--- config.mk ---
export PLATFORM = sky130hd
export DESIGN_NAME = keypad_onehot_debouncer
export DESIGN_NICKNAME = d
export VERILOG_FILES = /design/src/rtl/calc_pkg.sv /design/src/rtl/sync_2ff.sv /design/src/rtl/keypad_onehot_debouncer.sv
export SDC_FILE = /design/constraint.sdc
export NUM_CORES = 1
export LEC_CHECK = 0
export CAP_MARGIN = 0
export CORE_ASPECT_RATIO = 1.25
export CORE_MARGIN = 2
export CORE_UTILIZATION = 40
export DETAILED_ROUTE_END_ITERATION = 10
export HOLD_SLACK_MARGIN = 0.02
export MAX_ROUTING_LAYER = met4
export PLACE_DENSITY = 0.59
export SLEW_MARGIN = 0
export SYNTH_ARGS = -nofsm -noshare
export SYNTH_HDL_FRONTEND = slang
export SYNTH_SLANG_ARGS = --single-unit
--- constraint.sdc ---
create_clock -name CLK -period 2.7 [get_ports CLK]
set_input_delay 0.405 -clock CLK [delete_from_list [all_inputs] [get_ports CLK]]
set_output_delay 0.405 -clock CLK [all_outputs]
set_load 0.02 [all_outputs]
--- src/rtl/calc_pkg.sv ---
// Shared constants for the calculator datapath: key-vector geometry and the
// keypad conditioner's state codes.
package calc_pkg;

    localparam int N_KEYS     = 9;
    localparam int KEY_POP    = 0;
    localparam int KEY_CODE_W = 4;

    localparam logic [2:0] ST_IDLE  = 3'd0;
    localparam logic [2:0] ST_CAND  = 3'd1;
    localparam logic [2:0] ST_PRESS = 3'd2;
    localparam logic [2:0] ST_REL   = 3'd3;
    localparam logic [2:0] ST_LOCK  = 3'd4;

endpackage

--- src/rtl/sync_2ff.sv ---
// Two-flop synchroniser for asynchronous pad inputs; each bit is synchronised
// independently, so multi-bit vectors may be sampled mid-transition.
module sync_2ff #(
    parameter int WIDTH = 1
) (
    input  logic             CLK,
    input  logic             RSTN,
    input  logic [WIDTH-1:0] d,
    output logic [WIDTH-1:0] q
);

    logic [WIDTH-1:0] meta;

    always_ff @(posedge CLK) begin
        if (!RSTN) begin
            meta <= '0;
            q    <= '0;
        end else begin
            meta <= d;
            q    <= meta;
        end
    end

endmodule

--- src/rtl/keypad_onehot_debouncer.sv ---
// Conditions raw push-buttons into a debounced one-hot key level, a one-cycle
// press strobe and its binary code; stable multi-key vectors are rejected.
module keypad_onehot_debouncer
    import calc_pkg::*;
#(
    parameter int DB_CYCLES = 50000,
    parameter int CNT_W     = 16
) (
    input  logic                  CLK,
    input  logic                  RSTN,
    input  logic [N_KEYS-1:0]     key_raw,
    output logic [N_KEYS-1:0]     key_level,
    output logic                  key_valid,
    output logic [KEY_CODE_W-1:0] key_code,
    output logic                  multi_err
);

    localparam logic [CNT_W-1:0] CNT_MAX = CNT_W'(DB_CYCLES - 1);

    logic [N_KEYS-1:0] s;
    logic [N_KEYS-1:0] cap;
    logic [CNT_W-1:0]  cnt;
    logic [CNT_W-1:0]  cnt_sat;
    logic [2:0]        state;

    function automatic logic one_hot(input logic [N_KEYS-1:0] v);
        return (v != '0) && ((v & (v - 1'b1)) == '0);
    endfunction

    function automatic logic [KEY_CODE_W-1:0] encode(input logic [N_KEYS-1:0] v);
        logic [KEY_CODE_W-1:0] c;
        c = '0;
        for (int i = KEY_POP; i < N_KEYS; i++) begin
            if (v[i]) c = KEY_CODE_W'(i);
        end
        return c;
    endfunction

    sync_2ff #(.WIDTH(N_KEYS)) u_sync (
        .CLK  (CLK),
        .RSTN (RSTN),
        .d    (key_raw),
        .q    (s)
    );

    assign cnt_sat = (cnt == CNT_MAX) ? cnt : cnt + 1'b1;

    always_ff @(posedge CLK) begin
        if (!RSTN) begin
            state     <= ST_IDLE;
            cnt       <= '0;
            cap       <= '0;
            key_level <= '0;
            key_code  <= '0;
            key_valid <= 1'b0;
            multi_err <= 1'b0;
        end else begin
            key_valid <= 1'b0;
            multi_err <= 1'b0;
            case (state)
                ST_IDLE: begin
                    key_level <= '0;
                    key_code  <= '0;
                    if (s != '0) begin
                        state <= ST_CAND;
                        cap   <= s;
                        cnt   <= '0;
                    end
                end
                ST_CAND: begin
                    if (s == '0) begin
                        state <= ST_IDLE;
                        cnt   <= '0;
                    end else if (s != cap) begin
                        cap <= s;
                        cnt <= '0;
                    end else if (cnt == CNT_MAX) begin
                        cnt <= '0;
                        if (one_hot(cap)) begin
                            state     <= ST_PRESS;
                            key_level <= cap;
                            key_code  <= encode(cap);
                            key_valid <= 1'b1;
                        end else begin
                            state     <= ST_LOCK;
                            multi_err <= 1'b1;
                        end
                    end else begin
                        cnt <= cnt_sat;
                    end
                end
                ST_PRESS: begin
                    if (s != cap) begin
                        state <= ST_REL;
                        cnt   <= '0;
                    end
                end
                // key_level stays asserted here so release bounce never produces a gap
                ST_REL: begin
                    if (s == cap) begin
                        state <= ST_PRESS;
                        cnt   <= '0;
                    end else if (s != '0) begin
                        cnt <= '0;
                    end else if (cnt == CNT_MAX) begin
                        state     <= ST_IDLE;
                        cnt       <= '0;
                        key_level <= '0;
                        key_code  <= '0;
                    end else begin
                        cnt <= cnt_sat;
                    end
                end
                ST_LOCK: begin
                    key_level <= '0;
                    key_code  <= '0;
                    if (s != '0) begin
                        cnt <= '0;
                    end else if (cnt == CNT_MAX) begin
                        state <= ST_IDLE;
                        cnt   <= '0;
                    end else begin
                        cnt <= cnt_sat;
                    end
                end
                default: begin
                    state     <= ST_IDLE;
                    cnt       <= '0;
                    key_level <= '0;
                    key_code  <= '0;
                end
            endcase
        end
    end

endmodule

# ---- Yosys cells after proc, flatten, opt, wreduce, memory -nomap -nowiden
# Cells that the tools add are included.
dict set report classes {
  n_bitwise 5
  n_eq_ne 19
  reduce_logical 12
  mux 48
  add_sub_neg 2
}
# cell n
set ops {}
lappend ops {{$mux W16} 7}
lappend ops {{$mux W9} 10}
lappend ops {{$pmux W16 S5} 1}
lappend ops {{$mux W4} 14}
lappend ops {{$mux W3} 9}
lappend ops {{$pmux W9 S3} 1}
lappend ops {{$ne A2 B2 Y1 const B} 10}
lappend ops {{$logic_not A9 Y1} 2}
lappend ops {{$pmux W9 S2} 1}
lappend ops {{$reduce_bool A9 Y1} 2}
lappend ops {{$add A16 B1 Y16 const B} 1}
lappend ops {{$eq A16 B16 Y1 const B} 1}
lappend ops {{$pmux W3 S5} 1}
lappend ops {{$pmux W4 S3} 1}
lappend ops {{$and A9 B9 Y9} 1}
lappend ops {{$eq A9 B9 Y1} 1}
lappend ops {{$ne A9 B9 Y1} 1}
lappend ops {{$sub A9 B1 Y9 const B} 1}
lappend ops {{$reduce_and A4 Y1} 2}
lappend ops {{$reduce_and A8 Y1} 1}
lappend ops {{$eq A3 B2 Y1 const B} 2}
lappend ops {{$ne A3 B3 Y1 const B} 2}
lappend ops {{$reduce_or A5 Y1} 1}
lappend ops {{$not A1 Y1} 4}
lappend ops {{other kinds (7)} 9}
dict set report word_totals {
  output_inout_bits 15
  register_bits 61
  word_cells 95
}

# ---- Logic depth before layout (Yosys ltp)
dict set report depth {
  depth_word 13
  ltp_mapped 9
  depth_no_buf 7
}

# ---- Hierarchy
# Synthesis repeated with hierarchy kept, for this count alone.
dict set report hier_totals {
  hier_cells 315
  hier_area_um2 2875.3
}
# mod n_inst area_per_inst_um2 seq_area_each_um2 cells_each
set modules_own_cells {}
lappend modules_own_cells {keypad_onehot_debouncer 1 2373.5 840.8 278}
lappend modules_own_cells {sync_2ff 1 501.7 360.3 37}

# ---- Worst setup path after synthesis
# No wires, ideal clock.
dict set report synth_path {
  path_type {reg2reg}
  startpoint {register cnt[0]}
  endpoint {register cnt[10]}
  path_stages_with_launch 10
  required_ps 2583
  arrival_ps 1899
  setup_time_ps 117
  setup_slack_ps 684
  path_buffers 2
  path_cell_list {dfxtp_1 > ha_1 > and3_1 > buf_2 > nand4_1 > a31o_1 > and3_1 > a31oi_4 > buf_2 > nor2_1}
}
dict set report synth_between {
  elab_chain_cells 5
  word_cells_on_any_way 8
}
# item line_no
set synth_lines {}
lappend synth_lines {{start, declared} keypad_onehot_debouncer.sv:22} ;# logic [CNT_W-1:0] cnt;
lappend synth_lines {{start signal, assigned} keypad_onehot_debouncer.sv:89} ;# cnt <= cnt_sat;
lappend synth_lines {{start signal, assigned} keypad_onehot_debouncer.sv:111} ;# cnt <= cnt_sat;
lappend synth_lines {{start signal, assigned} keypad_onehot_debouncer.sv:123} ;# cnt <= cnt_sat;
lappend synth_lines {{$add A16 B1 Y16 / $eq A16 B16 Y1 (equally long branches)} {keypad_onehot_debouncer.sv:46, keypad_onehot_debouncer.sv:77, keypad_onehot_debouncer.sv:105}}
lappend synth_lines {{$mux W16 *} {keypad_onehot_debouncer.sv:77, keypad_onehot_debouncer.sv:105, keypad_onehot_debouncer.sv:119}}
lappend synth_lines {{$mux W16, on equally long branches} {keypad_onehot_debouncer.sv:103, keypad_onehot_debouncer.sv:74}}
lappend synth_lines {{$mux W16, on equally long branches} {keypad_onehot_debouncer.sv:100, keypad_onehot_debouncer.sv:71}}
lappend synth_lines {{$pmux W16 S5 *} keypad_onehot_debouncer.sv:60} ;# case (state)
# Every way passes the cells marked *; elsewhere a longest branch is shown, timed or not.
# A chain may end at the register's enable or synchronous reset.

# ---- Worst setup path in the final report
dict set report layout_path {
  startpoint {register cnt[0]}
  endpoint {register cnt[13]}
}
# Same word-level chain as after synthesis.

==> reports/metrics.cfg <==
[status]
status = completed

[clock_network]
cts_tree = done
htree_levels = 3
clock_latency_ns = 0.34
clk_pin_slew_worst_paths_ns = 0.07
cts_root_buffer = clkbuf_8
clkSinkCount = 60
hold_buffers = 0
clk_path_buf_depth = 2
cts_made_buffers = 9

[synthesis]
synth_area_sq_mm = 0.00284
post_synth_num_cell_types = 49
synth_warnings = 0
syn_nets = 335
synth_enable_flop_cells = 0
synth_cells = 323
postSynth.asyncResetShare = 0
synth_fa_ha_area_frac = 0.00440
muxShareOfSynthArea = 0.0458
ys_ff_latch = 60
synth_flop_cell = dfxtp_1
synthXorXnorAreaFrac = 0.0739
seq_area_frac_synth = 0.423
synth_top_family_by_area = simple AND/OR/NAND/NOR gates
avgSynthCellArea_sq_um = 8.80
synth_compound_area_frac = 0.0999
synth-simple-area-share = 0.301

[global_routing]
grt_pass1_wl_microns = 9530
track_usage = 0.162
grt_max_degree = 35
grt_antenna_before_repair = 0
grt-ovfl-total = 0
grt_pass1_vias = 2066

[layout]
nFillCells = 657
diodes = 0
drive_above_1_share = 0.118
layout.nets = 353
final_common_cell = dfxtp_1
syn_to_final_growth_pct = 18.9
layout_common_cells = 60 x dfxtp_1, 33 x nand3_1, 32 x nand2_1, 26 x nor2_1, 24 x clkdlybuf4s50_1

[worst_setup_path]
worst-path-buf-inv = 0
critPathArrivalTime_ns = 2.47
ff2ff_path_depth = 7
crit_slowest_cell = a31oi_4
cpMostUsedCell = and3_1
r2r_start = cnt[0]
crit_type = reg -> reg
start_kind = flop
end_kind = flop
worstPathCellList = ha_1 -> and3_1 -> nand4_1 -> a31o_1 -> and3_1 -> a31oi_4 -> nor2_1
rr_endpoint = cnt[13]
path_delay_family = simple AND/OR/NAND/NOR gates
rrSetupSlack_ns = 0.43
slowest_delay_ns = 0.41
crit_required_ns = 2.91
worst-path-max-fanout = 16

[sta]
holdWs_ns = 0.431
rsz0062_at_grt = false
finalCriticalPeriod_ns = 2.27
finClkSkew_ns = 0.00957
worst_pin_slew_ns = 0.593
max_freq_ghz = 0.441
setup_tns_ns = 0
final.period_utilization = 0.839
slew_headroom = 0.605
final-setup-viol-count = 0
final_hold_viol_count = 0
slew_violations = 0

[min_path]
worstHoldStart = u_sync.meta[2]
whs_endpoint = u_sync.q[2]
min_path_cells = 1
hold_class = reg -> reg

[floorplanning]
core-area_sq_mm = 0.00693
num_rows = 34
dieArea_sq_mm = 0.00780
initial_core_util = 0.410
die_x_microns = 79.4
die_height_microns = 98.3
top_level_ports = 26

[flow_run]
drv_cap = 0

[route]
drc = 0
via_per_inst = 5.12
wl_per_cell_microns = 12.7
drt_iter0_markers = 189
drt-pass1-iter-count = 4
dr_total_vias = 2232
wl_microns = 5540
drtAntennaViolNets = 0

[place]
dpl.hpwl_microns = 3720
gp_congestion = 0.777
portBuffers = 25

[pwr]
leakagePower_nw = 1.29
total_power_mw = 2.45
vdd_drop_max_mv = 0.350
p_per_area_mw_per_mm2 = 724

==> worst register-to-register path: stages, from the launching register on <==
cell and delay (ns):
dfxtp_1 0.38, ha_1 0.18, and3_1 0.27, nand4_1 0.30
a31o_1 0.30, and3_1 0.20, a31oi_4 0.41, nor2_1 0.10
==> through the flow <==
step / cells / area [sq um] / utilization / setup slack, ns
after floorplan: 323 / 2840 / - / 0.684
after global placement: 420 / 3120 / 0.451 / 0.371
after detailed placement: 420 / 3120 / 0.451 / 0.272
after CTS: 436 / 3370 / 0.486 / 0.296
after global routing: 436 / 3380 / 0.488 / 0.106
final: 436 / 3380 / 0.488 / 0.434
==> routing by layer <==
metal / vias to the layer above / routed length [microns] / global-route usage / share of wire
met5: - / 0 / - / 0
met2: 53 / 2470 / 0.239 / 0.45
met3: 10 / 244 / 0.0610 / 0.044
li1: 1157 / - / - / -
met4: 0 / 92 / 0.0637 / 0.017
met1: 1012 / 2740 / 0.200 / 0.49
==> cells by family after synthesis <==
logic type      Yosys count
compound gates           36
xor+xnor                 24
simple gates            160
flops                    60
buf+inv                  29
mux                      13
fa+ha+maj                 1
==> timing repair <==
item | 4_1_cts | 5_1_grt
gates resized for setup | 0 | 1
setup endpoints to repair | 0 | 1
setup buffers | 0 | 0
==> cell usage after synthesis, types with 3 or more instances <==
cell | n | share of area
dfxtp_1 | 60 | 0.42
nand3_1 | 33 | 0.058
nand2_1 | 32 | 0.042
nor2_1 | 26 | 0.034
xor2_1 | 23 | 0.071
and2_1 | 20 | 0.044
mux2i_1 | 13 | 0.046
clkbuf_1 | 12 | 0.016
and3_1 | 10 | 0.022
nand4_1 | 10 | 0.022
nor3_1 | 10 | 0.018
buf_2 | 9 | 0.016
o21ai_2 | 7 | 0.022
a21oi_1 | 6 | 0.011
o21ai_0 | 6 | 0.011
buf_6 | 3 | 0.012
inv_1 | 3 | 0.0040
nor2b_1 | 3 | 0.0066
==> sequential cells by signal, summed over array words and instances, names as in the netlist <==
register,count
cnt,16
cap,9
key_level,9
u_sync.meta,9
u_sync.q,9
key_code,3
state,3
key_valid,1
multi_err,1
==> cell type report <==
cell class / instances / area [sq um] / share of cell area
inverter: 3 / 11.3 / 0.00333
multi-input combinational: 234 / 1500 / 0.444
clock buffer: 10 / 138 / 0.0407
sequential: 60 / 1200 / 0.355
tap: 90 / 113 / 0.0333
timing repair buffer: 33 / 305 / 0.0903
clock inverter: 6 / 111 / 0.0329
==> worst max-delay path by stage <==
| stage | slack [ns] | end | start | depth (start not counted) |
|---|---|---|---|---|
| 2_1_floorplan | 0.68 | cnt[10] | cnt[0] | 9 |
| 3_3_place_gp | 0.37 | key_level[1] | cnt[0] | 7 |
| 3_5_place_dp | 0.27 | key_code[1] | cnt[0] | 7 |
| 4_1_cts | 0.30 | key_code[1] | cnt[0] | 7 |
| 5_1_grt | 0.11 | cnt[13] | cnt[0] | 7 |
| 6_report | 0.43 | cnt[13] | cnt[0] | 7 |
==> power breakdown <==
part | internal, mW | switching, mW
clock network | 0.638 | 0.365
registers | 0.922 | 0.0536
logic | 0.201 | 0.269
(Power assumes the default switching activity.)
